<file path="src/rtl/fifo_rr_sched.sv">
// Round-robin read scheduler sharing one egress consumer between NQ FIFO controllers.
// Issues burst reads under backpressure and serialises flush requests into one-cycle pulses.
module fifo_rr_sched #(
    parameter int NQ    = 4,
    parameter int QW    = 2,
    parameter int BURST = 4,
    parameter int BW    = 3
) (
    input  logic          clk,
    input  logic          rst_n,
    input  logic          en,
    input  logic [NQ-1:0] notempty,
    input  logic [NQ-1:0] flsh_req,
    input  logic          out_rdy,
    output logic [NQ-1:0] fiford,
    output logic [NQ-1:0] fifoflsh,
    output logic [NQ-1:0] flsh_done,
    output logic          out_vld,
    output logic [QW-1:0] out_qid,
    output logic          gnt_vld,
    output logic [QW-1:0] gnt_qid
);

    typedef enum logic [1:0] {S_IDLE, S_BURST, S_FLUSH} state_e;

    state_e        state_q;
    logic [QW-1:0] gq_q;
    logic [QW-1:0] rr_q;
    logic [QW-1:0] fq_q;
    logic [BW-1:0] bcnt_q;
    logic          out_vld_q;
    logic [QW-1:0] out_qid_q;

    logic          rd;
    logic          stop;
    logic          any_flsh;
    logic          pick_vld;
    logic [QW-1:0] pick_q;
    logic [QW-1:0] flsh_q;
    logic [QW-1:0] idx;
    logic [BW-1:0] bcnt_d;

    // NOTE: every always_comb output gets a default first so no path leaves it unassigned (no latch).
    always_comb begin
        pick_vld = 1'b0;
        pick_q   = '0;
        idx      = '0;
        // Scan downwards so the candidate closest to rr+1 is the last one written and wins.
        for (int k = NQ; k >= 1; k--) begin
            idx = QW'((int'(rr_q) + k) % NQ);
            if (notempty[idx] && !flsh_req[idx]) begin
                pick_vld = 1'b1;
                pick_q   = idx;
            end
        end
        flsh_q = '0;
        for (int i = NQ - 1; i >= 0; i--) begin
            if (flsh_req[i]) flsh_q = QW'(i);
        end
        any_flsh = |flsh_req;
    end

    always_comb begin
        stop   = !en || !notempty[gq_q] || flsh_req[gq_q];
        rd     = (state_q == S_BURST) && en && out_rdy && notempty[gq_q] && !flsh_req[gq_q];
        bcnt_d = bcnt_q + 1'b1;

        fiford         = '0;
        fiford[gq_q]   = rd;
        fifoflsh       = '0;
        fifoflsh[fq_q] = (state_q == S_FLUSH);
        flsh_done      = fifoflsh;
        gnt_vld        = (state_q == S_BURST);
        gnt_qid        = gnt_vld ? gq_q : '0;
    end

    assign out_vld = out_vld_q;
    assign out_qid = out_qid_q;

    // NOTE: sequential state uses non-blocking assignments so every register samples pre-edge values.
    always_ff @(posedge clk or negedge rst_n) begin
        if (!rst_n) begin
            state_q   <= S_IDLE;
            gq_q      <= '0;
            rr_q      <= QW'(NQ - 1);
            fq_q      <= '0;
            bcnt_q    <= '0;
            out_vld_q <= 1'b0;
            out_qid_q <= '0;
        end else begin
            out_vld_q <= rd;
            out_qid_q <= gq_q;
            case (state_q)
                S_IDLE: begin
                    if (any_flsh) begin
                        state_q <= S_FLUSH;
                        fq_q    <= flsh_q;
                    end else if (en && pick_vld) begin
                        state_q <= S_BURST;
                        gq_q    <= pick_q;
                        bcnt_q  <= '0;
                    end
                end
                S_BURST: begin
                    // Neither stop nor rd means out_rdy is low: hold the grant.
                    if (stop) begin
                        state_q <= S_IDLE;
                        rr_q    <= gq_q;
                    end else if (rd) begin
                        bcnt_q <= bcnt_d;
                        if (bcnt_d == BW'(BURST)) begin
                            state_q <= S_IDLE;
                            rr_q    <= gq_q;
                        end
                    end
                end
                S_FLUSH: state_q <= S_IDLE;
                default: state_q <= S_IDLE;
            endcase
        end
    end

endmodule

</file>
<file path="config.mk">
export PLATFORM = sky130hd
export DESIGN_NAME = fifo_rr_sched
export DESIGN_NICKNAME = d
export VERILOG_FILES = /design/src/rtl/fifo_rr_sched.sv
export SDC_FILE = /design/constraint.sdc
export NUM_CORES = 1
export LEC_CHECK = 0
export ABC_AREA = 1
export BUFFER_PORTS_ARGS = -buffer_cell sky130_fd_sc_hd__buf_2
export CAP_MARGIN = 20
export CELL_PAD_IN_SITES_DETAIL_PLACEMENT = 1
export CELL_PAD_IN_SITES_GLOBAL_PLACEMENT = 2
export CORE_ASPECT_RATIO = 0.8
export CORE_MARGIN = 4
export CORE_UTILIZATION = 24
export DETAILED_ROUTE_END_ITERATION = 8
export PLACE_DENSITY_LB_ADDON = 0.12
export REMOVE_ABC_BUFFERS = 1
export SETUP_SLACK_MARGIN = 0.02
export SKIP_CTS_REPAIR_TIMING = 1
export SLEW_MARGIN = 20
export SYNTH_ARGS = -nofsm -noshare
export SYNTH_HDL_FRONTEND = slang
export SYNTH_SLANG_ARGS = --single-unit
</file>
<file path="constraint.sdc">
create_clock -name clk -period 1.4 [get_ports clk]
set_input_delay 0.42 -clock clk [delete_from_list [all_inputs] [get_ports clk]]
set_output_delay 0.42 -clock clk [all_outputs]
set_load 0.03 [all_outputs]
</file>
==> impl_metrics.toml <==
[status]
status = "finished with violations"
violations = "setup timing"

[sta]
slew_viol_final = 0
layout_min_cycle_time_ns = 1.947
rsz0062_at_grt = "true"
worst_slack_ns = -0.5475
holdWs_ns = 0.05078
setup-violations-final = 23
hold_viol = 0
finClkSkew_ns = 0.004464
worstMarginPinSlew_ns = 0.3084
fin_crit_sh_pct = 139.1
clock.fmax_ghz = 0.5135
max-slew-margin-rel_pct = 79.44

[critical_path]
crit_path_end_kind = "output port"
arrival_ns = 1.53
critical_path_class = "reg -> out"
worstPathRequired_ns = 0.98
worstSetupStartpointType = "flop"
critPathMostFrequentCell = "buf_4"
cp-startpoint = "gq_q[1]"
cp_max_fo = 7
crit_chain = "buf_4 -> nand3_1 -> nand4_2 -> nand3_4 -> nor3_2 -> buf_4"
crit_slowest_cell = "dfrtp_2"
r2r_start = "rr_q[0]"
cp_slowest_stage_delay_ns = 0.46
ff2ff_setup_slack_ns = -0.14

[clock_tree]
cts_tree = "yes"
cts_buffers = 3
cts_buffer_depth = 2
clkLatencyLatePin_ns = 0.25
clkTransAtPathRegs_ns = 0.06
cts-root-buf = "clkbuf_8"
cts_sinks = 14
cts_max_level = 1

[final_layout]
drive_gt1_share_pct = 62.93
fill_cells = 502
diodes = 0
syn_to_final_growth_pct = 75.95
fin_nets = 220
fin_cells = 260

[grt]
grt.total_usage_pct = 12.93
overflow = 0
grt_pass1_vias = 1160
antenna_found_initial = 0
grt_max_degree = 15
grt_pass1_wl_um = 5361

[route]
vias_per_cell = 4.465
dr.first_iter.drc_count = 43
wire_per_inst_um = 13.68
num_vias = 1161
drt_wl_total_um = 3556
ant_nets = 0
drc = 0
firstDrtPassIters = 4

[power_and_ir_drop]
p_leak_nw = 0.8948
pwr-share-comb_pct = 51.4
power_frac_clock_pct = 20.0
seqPwrFrac_pct = 28.5
switching_share_pct = 41.05
powerDensity_mw_per_mm2 = 1100
peakVddDrop_mv = 0.4236
p_int_mw = 1.170
p_sw_mw = 0.8146

[floorplanning]
die_y_um = 66.45
std_cell_rows = 20
core-area_sq_mm = 0.003954
die_area_sq_mm = 0.005386
io-pin-count = 30
floorplan.initialDensity_pct = 25.92
die_w_um = 81.06

[logic_synthesis]
synth_most_common_cell = "nand2_1"
yosys_warnings = 0
ys_top_cells_by_count = "nand2_1, inv_1, nand3_1"
synth_area_leaders = "dfrtp_1, nand2_1, nand3_1"
synth_edf_count = 0
syn_inst = 146
synth-seq-cells = 14
yosysTopAreaCell = "dfrtp_1"
syn_area_per_cell_sq_um = 7.019
synthFlopType = "dfrtp_1"
async_flop_share_pct = 100.0
synthesis.area_sq_mm = 0.001025
synth_top_area_share_pct = 29.30
ys_types = 27
ys_seq_area_share_pct = 34.43

[placed_design]
io_buffers = 29
dp_hpwl_um = 2750
place_inst = 251
place_congestion = 0.8118

[job]
drv_cap = 0

[min_path]
hp-class = "in -> async"
sequential cells by signal, summed over array words and instances, names as in the netlist:
signal	cells
out_vld	1
out_qid	2
rr_q	2
gq_q	2
fq_q	2
bcnt_q	3
state_q	2
final cells by class:
type	count	area (sq um)	share of cell area, %
Clock buffer	4	55.05	3.053
Inverter	21	86.33	4.788
Multi-Input combinational cell	105	748.2	41.50
Sequential cell	14	357.8	19.85
Tap cell	55	68.82	3.817
Timing Repair Buffer	61	486.7	27.00
cell families (layout without fill, tap and decap cells):
logic type / after synthesis / in the layout / synth area share [%]
flops: 14 / 14 / 34.43
xor+xnor: 1 / 1 / 0.8549
simple gates: 89 / 89 / 42.25
compound gates: 13 / 13 / 7.082
buf+inv: 27 / 86 / 12.94
fa+ha+maj: 2 / 2 / 2.442
power groups by stage:
stage                     logic, mW  clock network, mW  registers, mW
final                          1.02              0.398          0.566
after global routing           1.11              0.426          0.576
after CTS                     0.751              0.407          0.536
after detailed placement      0.748                  0          0.543
after global placement        0.737                  0          0.534
after floorplan               0.373                  0          0.577
final timing paths:
path | end | depth (start not counted)
setup / recovery | fiford[1] | 6
hold / removal | bcnt_q[1] | 1
setup reg to reg | gq_q[1] | 9
hold reg to reg | rr_q[1] | 2
max in group asynchronous | rr_q[1] | 1
min in group clk | rr_q[1] | 2
per-layer routing:
layer  up-vias  GRT usage [%]  share of wire, %
met3         5          2.997               5.3
li1        587              -                 -
met1       543          17.28                43
met2        26          21.52                50
met5         -              0                 0
met4         0          1.899               1.2
through the flow:
step	TNS (ns)	instance area (sq um)	utilization [%]	setup slack, ns	total power [mW]
6_report	-5.475	1803	45.60	-0.5475	1.984
5_1_grt	-7.404	1803	45.60	-0.6513	2.113
4_1_cts	-6.903	1445	36.55	-0.6723	1.695
3_5_place_dp	-3.072	1390	35.16	-0.3904	1.292
3_3_place_gp	-2.823	1390	35.16	-0.3529	1.271
2_1_floorplan	-8.456	973.4	-	-0.7672	0.9501
worst max-delay path: cells and delay by family, from the launching register on:
kind	cells	cell delay (ns)
and+or+nand+nor	4	0.50
buffers and inverters	2	0.32
DFF	1	0.46
cells in the final DEF (no fill, tap or decap), drive strengths merged, types with 2 or more instances in the layout:
cell type,n
nor3,7
o21ai,10
nor2,13
dfstp,2
inv,21
buf,61
nand4,2
clkbuf,4
a21oi,2
ha,2
nand2,44
nand3,22
dfrtp,12
No activity file was read; power rests on OpenSTA's default activity.
